[src/rtl/tqvp_fpu_host.sv]
// -----------------------------------------------------------------------------
// tqvp_fpu_host
//
// Purpose:
//   Host-side sequencer for a memory-mapped single-precision FPU peripheral.
//   Each accepted command writes operand A, operand B and the opcode to the
//   peripheral. It then polls the status register until the busy bit clears,
//   reads the result and presents it on a valid/ready response port. Every
//   bus transfer is followed by one idle GAP cycle.
//
// Peripheral register map (byte offsets on bus_address):
//   0x00 A, 0x04 B, 0x08 control ({30'b0, op}), 0x0C result, 0x10 status
//   (only bit0, busy, is used).
//
// Ports:
//   clk, rst_n                 single clock, asynchronous active-low reset
//   cmd_valid/cmd_ready        command handshake (ready only while idle)
//   cmd_op[1:0]                01 add, 10 mul, 11 sub, 00 illegal
//   cmd_a, cmd_b [31:0]        IEEE-754 single operands
//   rsp_valid/rsp_ready        response handshake
//   rsp_data[31:0], rsp_err    FPU result, error (illegal op or timeout)
//   busy                       a command is in progress
//   bus_address[5:0]           register offset (0 when no transfer is active)
//   bus_wdata[31:0]            write data
//   bus_write_n[1:0]           10 word write, 11 idle
//   bus_read_n[1:0]            10 word read, 11 idle
//   bus_rdata[31:0]            read data, captured when bus_ready is sampled 1
//   bus_ready                  peripheral completes the current transfer
//
// Configuration:
//   FPU_HOST_TIMEOUT_EN  When defined, at most POLL_LIMIT status reads are
//                        made per command. After that the command ends with
//                        rsp_err=1 and rsp_data=0. When undefined, polling is
//                        unbounded and no poll counter exists.
// -----------------------------------------------------------------------------
module tqvp_fpu_host #(
  parameter int unsigned POLL_LIMIT = 16
) (
  input  logic        clk,
  input  logic        rst_n,
  input  logic        cmd_valid,
  output logic        cmd_ready,
  input  logic [1:0]  cmd_op,
  input  logic [31:0] cmd_a,
  input  logic [31:0] cmd_b,
  output logic        rsp_valid,
  input  logic        rsp_ready,
  output logic [31:0] rsp_data,
  output logic        rsp_err,
  output logic        busy,
  output logic [5:0]  bus_address,
  output logic [31:0] bus_wdata,
  output logic [1:0]  bus_write_n,
  output logic [1:0]  bus_read_n,
  input  logic [31:0] bus_rdata,
  input  logic        bus_ready
);

  localparam logic [2:0] ST_IDLE    = 3'd0;
  localparam logic [2:0] ST_WR_A    = 3'd1;
  localparam logic [2:0] ST_WR_B    = 3'd2;
  localparam logic [2:0] ST_WR_CTRL = 3'd3;
  localparam logic [2:0] ST_POLL    = 3'd4;
  localparam logic [2:0] ST_RD_RES  = 3'd5;
  localparam logic [2:0] ST_RESP    = 3'd6;
  localparam logic [2:0] ST_GAP     = 3'd7;

  localparam logic [5:0] ADDR_A    = 6'h00;
  localparam logic [5:0] ADDR_B    = 6'h04;
  localparam logic [5:0] ADDR_CTRL = 6'h08;
  localparam logic [5:0] ADDR_RES  = 6'h0C;
  localparam logic [5:0] ADDR_STAT = 6'h10;

  localparam logic [1:0] OP_ILLEGAL = 2'b00;
  localparam logic [1:0] STROBE_ON  = 2'b10;
  localparam logic [1:0] STROBE_OFF = 2'b11;

  logic [2:0]  r_state;
  logic [2:0]  w_state_d;
  // State to enter once the GAP cycle after a transfer has elapsed.
  logic [2:0]  r_after_gap;
  logic [2:0]  w_after_gap_d;
  logic [1:0]  r_op;
  logic [31:0] r_a;
  logic [31:0] r_b;
  logic [31:0] r_rsp_data;
  logic [31:0] w_rsp_data_d;
  logic        r_rsp_err;
  logic        w_rsp_err_d;
  logic        w_accept;

`ifdef FPU_HOST_TIMEOUT_EN
  // The counter holds the number of completed busy polls so far. It only has
  // to reach POLL_LIMIT-1, because the limit-th busy reply ends polling.
  localparam int unsigned CNT_W = (POLL_LIMIT < 2) ? 1 : $clog2(POLL_LIMIT);
  localparam logic [CNT_W-1:0] POLL_LAST = CNT_W'(POLL_LIMIT - 1);

  logic [CNT_W-1:0] r_poll_cnt;
  logic [CNT_W-1:0] w_poll_cnt_d;
`else
  // POLL_LIMIT only matters when the timeout is built in.
  logic w_unused_poll_limit;
  assign w_unused_poll_limit = (POLL_LIMIT == 0);
`endif

  assign w_accept = cmd_valid & (r_state == ST_IDLE);

  // ---------------------------------------------------------------------------
  // Next-state logic
  // ---------------------------------------------------------------------------
  always_comb begin
    w_state_d     = r_state;
    w_after_gap_d = r_after_gap;
    w_rsp_data_d  = r_rsp_data;
    w_rsp_err_d   = r_rsp_err;
`ifdef FPU_HOST_TIMEOUT_EN
    w_poll_cnt_d  = r_poll_cnt;
`endif

    case (r_state)
      ST_IDLE: begin
        if (cmd_valid) begin
          if (cmd_op == OP_ILLEGAL) begin
            // Rejected without touching the bus.
            w_state_d    = ST_RESP;
            w_rsp_data_d = 32'h0;
            w_rsp_err_d  = 1'b1;
          end else begin
            w_state_d = ST_WR_A;
`ifdef FPU_HOST_TIMEOUT_EN
            w_poll_cnt_d = '0;
`endif
          end
        end
      end

      ST_WR_A: begin
        if (bus_ready) begin
          w_state_d     = ST_GAP;
          w_after_gap_d = ST_WR_B;
        end
      end

      ST_WR_B: begin
        if (bus_ready) begin
          w_state_d     = ST_GAP;
          w_after_gap_d = ST_WR_CTRL;
        end
      end

      ST_WR_CTRL: begin
        if (bus_ready) begin
          w_state_d     = ST_GAP;
          w_after_gap_d = ST_POLL;
        end
      end

      ST_POLL: begin
        if (bus_ready) begin
          w_state_d = ST_GAP;
          if (!bus_rdata[0]) begin
            w_after_gap_d = ST_RD_RES;
          end
`ifdef FPU_HOST_TIMEOUT_EN
          else if (r_poll_cnt == POLL_LAST) begin
            // The last allowed poll still reports busy, so give up.
            w_after_gap_d = ST_RESP;
            w_rsp_data_d  = 32'h0;
            w_rsp_err_d   = 1'b1;
          end else begin
            w_after_gap_d = ST_POLL;
            w_poll_cnt_d  = r_poll_cnt + CNT_W'(1);
          end
`else
          else begin
            w_after_gap_d = ST_POLL;
          end
`endif
        end
      end

      ST_RD_RES: begin
        if (bus_ready) begin
          w_state_d     = ST_GAP;
          w_after_gap_d = ST_RESP;
          w_rsp_data_d  = bus_rdata;
          w_rsp_err_d   = 1'b0;
        end
      end

      ST_RESP: begin
        if (rsp_ready) begin
          w_state_d = ST_IDLE;
        end
      end

      ST_GAP: begin
        w_state_d = r_after_gap;
      end

      default: begin
        w_state_d = ST_IDLE;
      end
    endcase
  end

  // ---------------------------------------------------------------------------
  // State registers
  // ---------------------------------------------------------------------------
  always_ff @(posedge clk or negedge rst_n) begin
    if (!rst_n) begin
      r_state     <= ST_IDLE;
      r_after_gap <= ST_IDLE;
      r_rsp_data  <= 32'h0;
      r_rsp_err   <= 1'b0;
    end else begin
      r_state     <= w_state_d;
      r_after_gap <= w_after_gap_d;
      r_rsp_data  <= w_rsp_data_d;
      r_rsp_err   <= w_rsp_err_d;
    end
  end

  always_ff @(posedge clk or negedge rst_n) begin
    if (!rst_n) begin
      r_op <= 2'b00;
      r_a  <= 32'h0;
      r_b  <= 32'h0;
    end else if (w_accept) begin
      r_op <= cmd_op;
      r_a  <= cmd_a;
      r_b  <= cmd_b;
    end
  end

`ifdef FPU_HOST_TIMEOUT_EN
  always_ff @(posedge clk or negedge rst_n) begin
    if (!rst_n) begin
      r_poll_cnt <= '0;
    end else begin
      r_poll_cnt <= w_poll_cnt_d;
    end
  end
`endif

  // ---------------------------------------------------------------------------
  // Bus outputs are decoded from the registered state only. They therefore
  // stay constant for the whole transfer, whatever bus_ready does, and reset
  // forces them idle without a clock edge.
  // ---------------------------------------------------------------------------
  always_comb begin
    bus_address = 6'h00;
    bus_wdata   = 32'h0;
    bus_write_n = STROBE_OFF;
    bus_read_n  = STROBE_OFF;
    case (r_state)
      ST_WR_A: begin
        bus_address = ADDR_A;
        bus_wdata   = r_a;
        bus_write_n = STROBE_ON;
      end
      ST_WR_B: begin
        bus_address = ADDR_B;
        bus_wdata   = r_b;
        bus_write_n = STROBE_ON;
      end
      ST_WR_CTRL: begin
        bus_address = ADDR_CTRL;
        bus_wdata   = {30'b0, r_op};
        bus_write_n = STROBE_ON;
      end
      ST_POLL: begin
        bus_address = ADDR_STAT;
        bus_read_n  = STROBE_ON;
      end
      ST_RD_RES: begin
        bus_address = ADDR_RES;
        bus_read_n  = STROBE_ON;
      end
      default: begin
        bus_address = 6'h00;
      end
    endcase
  end

  assign cmd_ready = (r_state == ST_IDLE);
  assign busy      = (r_state != ST_IDLE);
  assign rsp_valid = (r_state == ST_RESP);
  assign rsp_data  = r_rsp_data;
  assign rsp_err   = r_rsp_err;

endmodule
[config.mk]
export PLATFORM = sky130hd
export DESIGN_NAME = tqvp_fpu_host
export DESIGN_NICKNAME = d
export VERILOG_FILES = /design/src/rtl/tqvp_fpu_host.sv
export SDC_FILE = /design/constraint.sdc
export NUM_CORES = 1
export LEC_CHECK = 0
export BUFFER_PORTS_ARGS = -buffer_cell sky130_fd_sc_hd__buf_2
export CAP_MARGIN = 20
export CORE_MARGIN = 4
export CORE_UTILIZATION = 45
export CTS_CLUSTER_DIAMETER = 120
export DETAILED_ROUTE_END_ITERATION = 8
export PLACE_DENSITY = 0.77
export SYNTH_ARGS = -nofsm -noshare
export SYNTH_HDL_FRONTEND = slang
export SYNTH_SLANG_ARGS = --single-unit
[constraint.sdc]
create_clock -name clk -period 1.67 [get_ports clk]
set_clock_uncertainty 0.1 [all_clocks]
set_input_delay 0 -clock clk [delete_from_list [all_inputs] [get_ports clk]]
set_output_delay 0 -clock clk [all_outputs]
set_load 0.05 [all_outputs]
## Word level (Yosys, flattened, before mapping)

Index checks and enable logic that the tools add are counted.

- Add/sub/neg operators: 0
- $mul: 0
- Div/mod/pow operators: 0
- $lt $le $gt $ge: 0
- Equality and inequality tests: 16
- Shift-type cells: 0
- Mux-type cells: 24
- Bitwise logic cells: 1
- Reduce and logical (&&, ||, !) cells: 11

Operator list:

| kind | count |
|---|---|
| $mux 32 | 3 |
| $pmux 32 s3 | 1 |
| $pmux 32 s2 | 1 |
| $mux 3 | 9 |
| $pmux 5 s4 | 1 |
| $pmux 3 s5 | 1 |
| $eq 3x3->1 const B | 4 |
| $ne 2x2->1 const B | 6 |
| $pmux 3 s4 | 1 |
| $eq 3x2->1 const B | 2 |
| $mux 1 | 6 |
| $ne 2x1->1 const B | 3 |
| $reduce_and 6->1 | 1 |
| $reduce_bool 5->1 | 1 |
| $reduce_or 5->1 | 1 |
| $reduce_and 4->1 | 1 |
| $eq 3x1->1 const B | 1 |
| $logic_not 3->1 | 1 |
| $reduce_and 3->1 | 1 |
| $reduce_bool 3->1 | 1 |
| $reduce_or 3->1 | 1 |
| $logic_not 2->1 | 1 |
| $pmux 1 s2 | 1 |
| $reduce_bool 2->1 | 1 |
| 2 further kinds | 2 |

- Register bits after elaboration: 105
- Latch bits: 0
- Bits in writable memories: 0
- Bits in read-only memories: 0
- Output and inout bits: 78
- Word-level logic and storage cells: 59
- Memories kept: 0

## Longest topological paths before layout

Gate-level depths: netlist of the first run.

- Depth after elaboration: 4
- Mapped depth: 7

## Worst setup path before layout of the first run

OpenSTA, ideal clock, no wires.

- Path kind: register -> register
- Start point: register r_state[0]
- End point: register r_state[0]
- Library setup time: 0.094 ns
- Arrival: 1.968 ns
- Required time: 1.476 ns
- Setup slack: -0.491 ns
- Stages on the path, launching flop included: 7
- Buffers on the path: 1
- Period minus slack after synthesis: 2.161 ns
- Cells stage by stage: dfrtp_1 buf_6 nor3_4 inv_1 a211oi_2 nor2_1 a211oi_1

- Elaborated cells between the ends (all ways): 14
- Classes of those cells: 10 x eq/ne; 1 x mux; 3 x reduce/logical

RTL lines:

| item | RTL line | text |
|---|---|---|
| start, declared | 78 | `logic [2:0] r_state;` |
| start signal, assigned | 217 | `r_state <= w_state_d;` |
| $logic_not 3->1 * | - |  |
| named net cmd_ready | 42 | `output logic cmd_ready,` |
| $ne 2x2->1 (no line) | - |  |
| $reduce_and 3->1 (no line) | - |  |

The timed path passes the listed nets; every way through them passes the cells marked *.
A chain may end at the register's enable or synchronous reset.

## Worst setup path in the final report of the first run

- Start point: register r_state[2]
- End point: register r_a[8]

- Longest elaborated chain between the ends: 2

Ends and longest elaborated chain:

| item | RTL line | text |
|---|---|---|
| $logic_not 3->1 | 106 | `assign w_accept = cmd_valid & (r_state == ST_IDLE);` |
| $and 1x1->1 | 106 |  |
| end signal, assigned | 231 | `r_a <= cmd_a;` |
| end, declared | 84 | `logic [31:0] r_a;` |

No other way between the ends.

==> summary.md, run 1 <==
| Metric | Value |
|---|---|
| Wire length of the first global-routing pass | 25700 um |
| Kind of end point of the critical path | flop |
| Total number of placement rows | 37 |
| Critical path's largest stage delay | 0.44 ns |
| Top FF cell, synth | sky130_fd_sc_hd__dfrtp_1 |
| Die extent in x | 112 um |
| Total count of max-transition violations in the final report | 0 |
| Final Worst Setup Slack | -0.300 ns |
| Failing checks | negative setup slack |
| Critical Path RT | 1.83 ns |
| Post-synthesis sequential area ratio | 0.540 |
| Async SR Flop Fraction | 1.00 |
| Number of setup violations in the final report | 138 |
| TritonCTS sink count | 105 |
| Remaining design rule violation count | 0 |
| Run status | finished, violations left |
| IO buf count | 175 |
| Post-layout total power | 14600 uW |
| Fraction of synthesized cell area taken by the top area cell type | 0.540 |
| Fill cells | 519 |
| Core box area | 0.0104 mm2 |
| Antenna violations before repair | 1 |
| Post-synth top area cell | sky130_fd_sc_hd__dfrtp_1 |
| Highest metal layer with signal wires | met4 |
| Largest net degree at the start of global routing | 45 |
| Global router's overall resource usage | 0.256 |
| Arrival time of the worst setup path | 2.13 ns |
| Cell count after synthesis | 397 |
| Reported leakage power | 0.00404 uW |
| Count of maximum capacitance violations | 0 |
| Max rail drop VDD | 0.00108 V |
| Post-route insts no fill | 852 |
| Min Tclk post-route | 1.97 ns |
| Initial Utilization | 0.467 |
| Vias per cell | 5.51 |
| Max FO, Critical Path | 8 |
| Unrepaired setup endpoints after global routing | yes |
| Synth Register Bits | 105 |
| TritonCTS clock tree | done |
| Cell type group with the largest total delay on the critical path | buffers and inverters |
| Power Dens Cells | 1740 mW/mm2 |
| DRC violation total after the first TritonRoute iteration | 353 |
| Total routed wire length on the met1 layer | 6960 um |
| DRT Pass-1 Iters | 5 |
| Clock tree buffer depth | 2 |
| Routability Congestion | 0.862 |
| Number of vias after detailed routing | 4694 |
| Post-Route Hold Slack | 0.0384 ns |
| Nets | 813 |
| Met2 WL post-DR | 9240 um |
| Footprint of the multi-input gates | 0.00230 mm2 |
| EDFF count, synth | 0 |
| Clock H-tree levels | 3 |
| Half-perimeter wire length of the detailed placement result | 8400 um |
| Number of buffers inserted during clock tree synthesis | 9 |
| Drt wl/cell | 21.8 um |
| Wire length on met3 | 1680 um |
| Full die area | 0.0125 mm2 |
| Critical-path cell list | buf_6 > buf_4 > nor3_4 > and2_4 > buf_6 > clkbuf_16 > mux2_4 |
| Reg2reg setup slack | -0.30 ns |
| Final-report hold violation count | 0 |
| Crit Path Category | reg2reg |
| Area growth syn-to-layout | 72.4% |
| Clock insertion delay at the later pin of the skew report | 0.37 ns |
| Clock-pin slew reported for the worst setup and hold paths after clock tree synthesis | 0.10 ns |
| Worst path slowest cell | sky130_fd_sc_hd__dfrtp_2 |
| Number of distinct library cell variants in the gate-level netlist after synthesis | 38 |
| Number of global-route vias before repair | 4847 |
| Mean cell area of the mapped netlist | 12.3 um2 |
| Top-level I/O count | 181 |
| Overflow left after global routing | 0 |
| Post-route ant nets | 0 |
| Total of warnings raised by yosys | 0 |
| Final period util | 1.18 |
| Dpl ws | -0.0189 ns |
| Sequential cell area | 0.00263 mm2 |
| Maximum achievable frequency | 508 MHz |
| Hold Path Class | in2reg |
| Clock tree root driver cell | sky130_fd_sc_hd__clkbuf_8 |
| Routed wire length | 18600 um |
| # placed instances | 697 |
| Main area contributors after synthesis | sky130_fd_sc_hd__dfrtp_1 (54%), sky130_fd_sc_hd__mux2_4 (12%), sky130_fd_sc_hd__mux2_2 (6.0%), sky130_fd_sc_hd__nand2_1 (5.6%), sky130_fd_sc_hd__a22o_1 (5.4%) |
| Combined buffer and inverter count along the critical path | 4 |
| Floorplan die height | 112 um |
| Ratio of cells with drive above 1 in the final layout | 0.519 |
| Cell area after technology mapping | 0.00486 mm2 |
| Most repeated library cell on the critical path | sky130_fd_sc_hd__buf_6 |
| Worst Setup Start Kind | flop |
==> cells in the mapped netlist (8+ instances only) <==
cell type and number:
sky130_fd_sc_hd__mux2_2 26, sky130_fd_sc_hd__nor2_1 10, sky130_fd_sc_hd__mux2_4 40, sky130_fd_sc_hd__dfrtp_1 105
sky130_fd_sc_hd__buf_4 9, sky130_fd_sc_hd__a21oi_1 8, sky130_fd_sc_hd__buf_2 11, sky130_fd_sc_hd__a22o_1 30
sky130_fd_sc_hd__o21ai_1 9, sky130_fd_sc_hd__o21ai_0 25, sky130_fd_sc_hd__nand2_1 72
==> logic make-up (layout without fill, tap and decap cells) <==
family	Yosys count	count (layout)	synth area share
flops	105	105	0.540
simple gates	97	97	0.0859
compound gates	85	85	0.121
mux	68	68	0.188
buf+inv	40	355	0.0635
other cells	2	6	0.00154
==> registers in the layout, indices dropped and copies added (netlist names) <==
| signal | cells |
|---|---|
| r_op | 2 |
| rsp_data | 32 |
| r_after_gap | 3 |
| r_a | 32 |
| rsp_err | 1 |
| r_state | 3 |
| r_b | 32 |
==> path summary, 6_finish.rpt <==
kind	startpoint	end	cells after the start
min reg2reg	r_a[28]	r_a[28]	1
min	rsp_ready	r_state[2]	3
max in group asynchronous	rst_n	r_a[3]	3
max	r_state[2]	r_a[8]	7
max reg2reg	r_state[2]	r_a[8]	7
min in group asynchronous	rst_n	rsp_data[29]	3
==> through the flow <==
step,util,setup TNS [ns],cell area [um2]
floorplan,-,-34.28,4990
global placement,0.577,-0.00219,6010
detailed placement,0.577,-0.0209,6010
CTS,0.747,-15.92,7780
global route,0.805,-33.16,8380
finish,0.805,-25.31,8380
==> cells in the final DEF (no fill, tap or decap), drive strengths merged, types with 3 or more instances in the layout <==
master	count
inv	7
dlygate4sd3	101
nor2	10
a21oi	8
nand2	72
clkinvlp	3
o21ai	34
dfrtp	105
clkbuf	19
mux2	66
nor3	5
buf	223
a22o	30
conb	5
==> what timing repair did <==
| item | in CTS | in global routing |
|---|---|---|
| gates cloned | 4 | 12 |
| pin swaps | 22 | 37 |
| hold buffers | 102 | 0 |
| resized for setup | 103 | 89 |
| setup buffers | 12 | 11 |
| setup endpoints to repair | 40 | 139 |
| hold endpoints to repair | 208 | 0 |
==> layout make-up <==
class | count | area share
Clock buffer | 10 | 0.0164
Inverter | 6 | 0.00328
Clock inverter | 6 | 0.00791
Multi-Input combinational cell | 255 | 0.275
Sequential cell | 105 | 0.314
Timing Repair Buffer | 333 | 0.363
Antenna cell | 1 | 0.000299
Tap cell | 136 | 0.0203
==> metal layers <==
layer,up-vias,global-route usage
met5,-,0
met4,0,0.0954
met3,62,0.0685
met2,332,0.438
met1,2285,0.312
li1,2015,-
==> worst min-delay path: stages <==
cell                       delay (ns)
sky130_fd_sc_hd__buf_2           0.11
sky130_fd_sc_hd__o211ai_1        0.11
sky130_fd_sc_hd__o221a_2         0.26
==> power breakdown <==
| group | internal [uW] | switching, uW |
|---|---|---|
| registers | 3750 | 892 |
| clock network | 737 | 921 |
| logic | 3680 | 4640 |
| total | 8170 | 6460 |
No activity file was read; power rests on OpenSTA's default activity.
==> run 2, diff against run 1 <==
- ABC_AREA: not set -> 1
- CORE_UTILIZATION: 45 -> 44
- PLACE_DENSITY: 0.77 -> 0.76
==> run 2 against run 1 <==
Effect of this change:
- the run still ends with negative setup slack left
- total power shrank 6.6%
- final cell count grew 15%
- count of clock-buffer cells in the layout unchanged
- global-route usage is 0.21 points higher
- wire length shrank 7.3%
==> summary.md, run 2 <==
| Metric | Value |
|---|---|
| TritonCTS sink count | 105 |
| Top library cells by usage in the layout, fill and taps aside | sky130_fd_sc_hd__nand2_1 (259), sky130_fd_sc_hd__buf_2 (137), sky130_fd_sc_hd__dlygate4sd3_1 (102), sky130_fd_sc_hd__dfrtp_1 (102), sky130_fd_sc_hd__nand3_1 (73) |
| Drt wl/cell | 17.5 um |
| Dominant cell by count in the synthesized netlist | sky130_fd_sc_hd__nand2_1 |
| Most repeated library cell on the critical path | sky130_fd_sc_hd__buf_6 |
| Arrival time of the worst setup path | 1.71 ns |
| Top-level I/O count | 181 |
| Count of maximum capacitance violations | 0 |
| Max FO, Critical Path | 10 |
| Antenna violations before repair | 1 |
| Half-perimeter wire length of the detailed placement result | 9040 um |
| Cell type group with the largest total delay on the critical path | flip-flops |
| Top FF cell, synth | sky130_fd_sc_hd__dfrtp_1 |
| Floorplan die height | 112 um |
| TritonCTS clock tree | done |
| Launch instance of the worst register-to-register path | r_state[2] |
| Clock insertion delay at the later pin of the skew report | 0.35 ns |
| Max rail drop VDD | 0.000966 V |
| Power Dens Cells | 1770 mW/mm2 |
| Routed wire length | 17200 um |
| Clock tree buffer depth | 2 |
| Number of cell instances on the worst register-to-register path | 9 |
| Synth Register Bits | 105 |
| Post-route insts no fill | 981 |
| Total number of placement rows | 37 |
| Combined buffer and inverter count along the critical path | 3 |
| Final Worst Setup Slack | -0.143 ns |
| Critical register-to-register path endpoint | rsp_data[30] |
| IO buf count | 175 |
| Clock-pin slew reported for the worst setup and hold paths after clock tree synthesis | 0.11 ns |
| Total of warnings raised by yosys | 0 |
| Routability Congestion | 0.922 |
| Remaining design rule violation count | 0 |
| Global router's overall resource usage | 0.259 |
| Clock tree root driver cell | sky130_fd_sc_hd__clkbuf_8 |
| Final instance area | 0.00772 mm2 |
| Core box area | 0.0104 mm2 |
| Number of distinct library cell variants in the gate-level netlist after synthesis | 22 |
| Number of setup violations in the final report | 33 |
| Hold Path Class | in2async |
| Maximum achievable frequency | 552 MHz |
| Met2 WL post-DR | 8520 um |
| EDFF count, synth | 0 |
| Crit Path Category | reg2out |
| Share of the core filled with cells | 0.741 |
| Reg2reg setup slack | 0.01 ns |
| Nets | 942 |
| Worst path slowest cell | sky130_fd_sc_hd__dfrtp_2 |
| Overflow left after global routing | 0 |
| Wire length on met3 | 1760 um |
| Number of global-route vias before repair | 5202 |
| Highest metal layer with signal wires | met4 |
| Critical-path cell list | nor3_4 > buf_6 > buf_12 > a22o_1 > buf_6 |
| Vias per cell | 5.32 |
| Full die area | 0.0125 mm2 |
| Cell area after technology mapping | 0.00473 mm2 |
| # placed instances | 844 |
| Wire length of the first global-routing pass | 26200 um |
| Area growth syn-to-layout | 63.2% |
| Ratio of cells with drive above 1 in the final layout | 0.306 |
| Post-synth top area cell | sky130_fd_sc_hd__dfrtp_1 |
| Main area contributors after synthesis | sky130_fd_sc_hd__dfrtp_1 (56%), sky130_fd_sc_hd__nand2_1 (21%), sky130_fd_sc_hd__nand3_1 (8.1%), sky130_fd_sc_hd__a22o_1 (5.6%), sky130_fd_sc_hd__buf_4 (1.7%) |
| Worst Setup Start Kind | flop |
| Die extent in x | 112 um |
| Total count of max-transition violations in the final report | 0 |
| Post-layout total power | 13700 uW |
| Final period util | 1.09 |
| Unrepaired setup endpoints after global routing | yes |
| Initial Utilization | 0.454 |
| DRC violation total after the first TritonRoute iteration | 553 |
| Critical path's largest stage delay | 0.47 ns |
| Kind of end point of the critical path | output pin |
| Run status | finished, violations left |
| Clock H-tree levels | 3 |
| Failing checks | negative setup slack |
| Post-route ant nets | 0 |
| Fill cells | 687 |
| Final-report hold violation count | 0 |
| Fin Setup TNS | -2.98 ns |
| Commonest cells post-synth | sky130_fd_sc_hd__nand2_1 (265), sky130_fd_sc_hd__dfrtp_1 (105), sky130_fd_sc_hd__nand3_1 (77) |
| Min Tclk post-route | 1.81 ns |
| Most common cell after layout, fill and taps aside | sky130_fd_sc_hd__nand2_1 |
| Largest net degree at the start of global routing | 46 |
| Number of vias after detailed routing | 5222 |
| Total routed wire length on the met1 layer | 6340 um |
| Mean cell area of the mapped netlist | 8.54 um2 |
| Critical Path RT | 1.57 ns |
| Post-synthesis sequential area ratio | 0.555 |
| DRT Pass-1 Iters | 7 |
| Cell count after synthesis | 554 |
| Fraction of synthesized cell area taken by the top area cell type | 0.555 |
| Async SR Flop Fraction | 1.00 |
| Placement-stage cell area | 0.00580 mm2 |
| Reported leakage power | 0.00422 uW |
| Number of buffers inserted during clock tree synthesis | 9 |
[run 2: changes by cell type after synthesis, sizes merged, moves of 4 or more]
cell,change
nand3,+78
nor2,-6
mux2,-66
nand2,+196
nor3,-4
buf,+6
o21ai,-27
inv,+13
a21oi,-8
[run 2: layout make-up]
class                           instances  area [um2]  area share
Sequential cell                       105        2630       0.341
Clock buffer                           10         138      0.0178
Tap cell                              136         170      0.0220
Clock inverter                          6        48.8     0.00632
Timing Repair Buffer                  311        2720       0.352
Inverter                               19        88.8      0.0115
Multi-Input combinational cell        393        1920       0.249
Antenna cell                            1        2.50    0.000324
[run 2: what timing repair did]
item | in CTS | in global routing
setup endpoints to repair | 37 | 79
resized for setup | 91 | 33
hold buffers | 102 | 0
pin swaps | 5 | 13
buffers inserted | 10 | 2
gates cloned | 3 | 4
hold endpoints to repair | 209 | 0
[run 2: how the worst max path moves through the flow]
stage          cells past startpoint        from  slack, ns       endpoint
2_1_floorplan                      7  r_state[0]       0.09        r_a[20]
3_3_place_gp                       4  r_state[1]       0.03  bus_wdata[19]
3_5_place_dp                       5  r_state[1]      0.003   bus_wdata[0]
4_1_cts                            6  r_state[2]      -0.13   bus_wdata[9]
5_1_grt                            5  r_state[2]      -0.20   bus_wdata[3]
6_report                           5  r_state[2]      -0.14   bus_wdata[3]
[run 2: cells by family after synthesis]
group,count (synthesis),share of synthesized area
AO/OA/AOI/OAI,37,0.0637
buffers and inverters,59,0.0693
other,2,0.00159
flip-flops,105,0.555
AND/OR/NAND/NOR,351,0.310
[run 2: where the power goes]
group / leakage (uW) / switching (uW) / internal (uW) / total [uW]
Sequential: 0.00133 / 723 / 3600 / 4320
Clock: 0.0000981 / 893 / 607 / 1500
Combinational: 0.00279 / 4950 / 2880 / 7840
Total: 0.00422 / 6570 / 7080 / 13700
[run 2: worst register-to-register path, stage by stage (launching register included)]
cell	delay [ns]
sky130_fd_sc_hd__dfrtp_2	0.45
sky130_fd_sc_hd__inv_4	0.06
sky130_fd_sc_hd__buf_6	0.13
sky130_fd_sc_hd__nor2_4	0.16
sky130_fd_sc_hd__nand3_2	0.11
sky130_fd_sc_hd__nand2_2	0.11
sky130_fd_sc_hd__nand2_4	0.11
sky130_fd_sc_hd__clkbuf_16	0.20
sky130_fd_sc_hd__nand2_1	0.08
sky130_fd_sc_hd__nand2_1	0.06
[run 2: stage by stage]
| step | setup WS (ns) | hold WS (ns) |
|---|---|---|
| 6_report | -0.143 | 0.0454 |
| 5_1_grt | -0.201 | 0.0548 |
| 4_1_cts | -0.134 | 0.0231 |
| 3_5_place_dp | 0.00341 | -0.116 |
| 3_3_place_gp | 0.0288 | -0.120 |
| 2_1_floorplan | 0.0877 | -0.396 |
[run 2: routing by layer]
layer  global-route usage  up-vias
met5                    0        -
met4                0.106        0
met3               0.0652       65
met2                0.451      354
met1                0.304     2468
li1                     -     2335
==> run 3, diff against run 2 <==
- ABC_CLOCK_PERIOD_IN_PS: not set -> 1670
- CORE_UTILIZATION: 44 -> 30
- PLACE_DENSITY: 0.76 -> not set
==> run 3 against run 2 <==
Effect of this change:
- the run still ends with negative setup slack left
- wire length down 1.3%
- clock power up 46%
- via count down 4.4%
- design area up 5.7%
- highest routed layer unchanged
==> summary.md, run 3 (synthesis results as in run 2) <==
| Metric | Value |
|---|---|
| TritonCTS clock tree | done |
| Full die area | 0.0178 mm2 |
| Largest net degree at the start of global routing | 55 |
| DRT Pass-1 Iters | 4 |
| Routed wire length | 17000 um |
| Max FO, Critical Path | 10 |
| Clock tree buffer depth | 2 |
| Run status | finished, violations left |
| Clock-pin slew reported for the worst setup and hold paths after clock tree synthesis | 0.07 ns |
| Wire length of the first global-routing pass | 25500 um |
| Top library cells by usage in the layout, fill and taps aside | sky130_fd_sc_hd__nand2_1 (252), sky130_fd_sc_hd__buf_2 (135), sky130_fd_sc_hd__dlygate4sd3_1 (102), sky130_fd_sc_hd__dfrtp_1 (102), sky130_fd_sc_hd__nand3_1 (71) |
| Drt wl/cell | 15.8 um |
| Final period util | 1.10 |
| Initial Utilization | 0.309 |
| Post-route ant nets | 0 |
| Fin Setup TNS | -6.16 ns |
| IO buf count | 175 |
| Floorplan die height | 134 um |
| Core box area | 0.0153 mm2 |
| Clock insertion delay at the later pin of the skew report | 0.35 ns |
| Number of setup violations in the final report | 68 |
| Final Worst Setup Slack | -0.161 ns |
| Min Tclk post-route | 1.83 ns |
| Share of the core filled with cells | 0.533 |
| Worst Setup Start Kind | flop |
| Total number of placement rows | 45 |
| Crit Path Category | reg2out |
| # placed instances | 924 |
| Dpl ws | 0.0110 ns |
| Arrival time of the worst setup path | 1.73 ns |
| Failing checks | negative setup slack |
| Hold Path Class | in2reg |
| Top-level I/O count | 181 |
| Half-perimeter wire length of the detailed placement result | 9650 um |
| Routability Congestion | 0.751 |
| DRC violation total after the first TritonRoute iteration | 266 |
| Ant diodes | 0 |
| Count of maximum capacitance violations | 0 |
| Global router's overall resource usage | 0.177 |
| Total count of max-transition violations in the final report | 0 |
| Area growth syn-to-layout | 72.5% |
| Overflow left after global routing | 0 |
| Clock H-tree levels | 3 |
| Remaining design rule violation count | 0 |
| Ratio of cells with drive above 1 in the final layout | 0.328 |
| Placement-stage cell area | 0.00592 mm2 |
| Clock tree root driver cell | sky130_fd_sc_hd__clkbuf_16 |
| Antenna violations before repair | 0 |
| Most common cell after layout, fill and taps aside | sky130_fd_sc_hd__nand2_1 |
| Reported leakage power | 0.00437 uW |
| Post-route insts no fill | 1072 |
| Final-report hold violation count | 0 |
| Nets | 959 |
| Vias per cell | 4.66 |
| Critical Path RT | 1.57 ns |
| Number of vias after detailed routing | 4992 |
| Maximum achievable frequency | 546 MHz |
| Number of global-route vias before repair | 4997 |
| Sequential cell area | 0.00263 mm2 |
| Footprint of the multi-input gates | 0.00197 mm2 |
| Max rail drop VDD | 0.00111 V |
| Final instance area | 0.00816 mm2 |
| Die extent in x | 134 um |
| Kind of end point of the critical path | output pin |
| Number of buffers inserted during clock tree synthesis | 9 |
| Power Dens Cells | 1780 mW/mm2 |
| Fill cells | 1375 |
| TritonCTS sink count | 105 |
| Unrepaired setup endpoints after global routing | yes |
run 3: changes by cell type in the layout (fill, tap and decap cells not counted), moves of 3 or more:
cell | previous run | this run
sky130_fd_sc_hd__buf_6 | 30 | 38
sky130_fd_sc_hd__buf_12 | 16 | 13
sky130_fd_sc_hd__nand2_1 | 259 | 252
sky130_fd_sc_hd__clkbuf_8 | 10 | 2
sky130_fd_sc_hd__clkbuf_16 | 4 | 15
sky130_fd_sc_hd__buf_4 | 13 | 22
sky130_fd_sc_hd__nand2_2 | 5 | 12
sky130_fd_sc_hd__inv_6 | 4 | 1
run 3: layer usage:
layer | part of all wire | GRT usage | wire [um] | vias to the layer above
met3 | 0.076 | 0.0517 | 1290 | 27
met4 | 0.018 | 0.0606 | 309 | 0
met5 | 0 | 0 | 0 | -
met2 | 0.49 | 0.294 | 8300 | 214
li1 | - | - | - | 2377
met1 | 0.42 | 0.221 | 7080 | 2374
run 3: worst max-delay path, cell delays in order, from the launching register on:
cell and delay, ns:
sky130_fd_sc_hd__dfrtp_2 0.45, sky130_fd_sc_hd__nor3_4 0.25, sky130_fd_sc_hd__buf_4 0.18, sky130_fd_sc_hd__buf_16 0.14, sky130_fd_sc_hd__a22o_1 0.18, sky130_fd_sc_hd__buf_6 0.17
run 3: where the power goes:
part / switching, uW / internal, uW
logic: 5010 / 3130
clock network: 940 / 1250
registers: 638 / 3600
run 3: area by class of cell:
cell class                 count  share of cell area
tap                          211              0.0323
clock inverter                 4             0.00629
sequential                   105               0.322
multi-input combinational    394               0.241
clock buffer                  12              0.0314
inverter                      19              0.0115
timing repair buffer         327               0.355
run 3: stage by stage:
stage / power, uW / hold slack [ns]
detailed placement: 10300 / -0.280
global placement: 10300 / -0.278
global route: 15400 / 0.0890
CTS: 13900 / 0.0224
floorplan: 8630 / -0.396
finish: 14600 / 0.0522
run 3: path summary, 6_finish.rpt:
check                            start  slack, ns            end  depth (start not counted)
max in group asynchronous        rst_n       0.82   rsp_data[18]                          3
max reg2reg                 r_state[1]      -0.09   rsp_data[29]                         10
max                         r_state[1]      -0.16  bus_wdata[31]                          5
min in group asynchronous        rst_n       0.10   rsp_data[17]                          3
min reg2reg                rsp_data[0]       0.36    rsp_data[0]                          2
min                          rsp_ready       0.05     r_state[1]                          6
run 3: repair_timing:
item                                   in CTS  in global routing
pin swaps                                   6                  8
gates cloned                                3                  9
hold buffers                              101                  1
setup endpoints to repair                  37                133
endpoints found under the hold margin     205                  3
gates resized for setup                   103                 41
buffers inserted                           14                  5
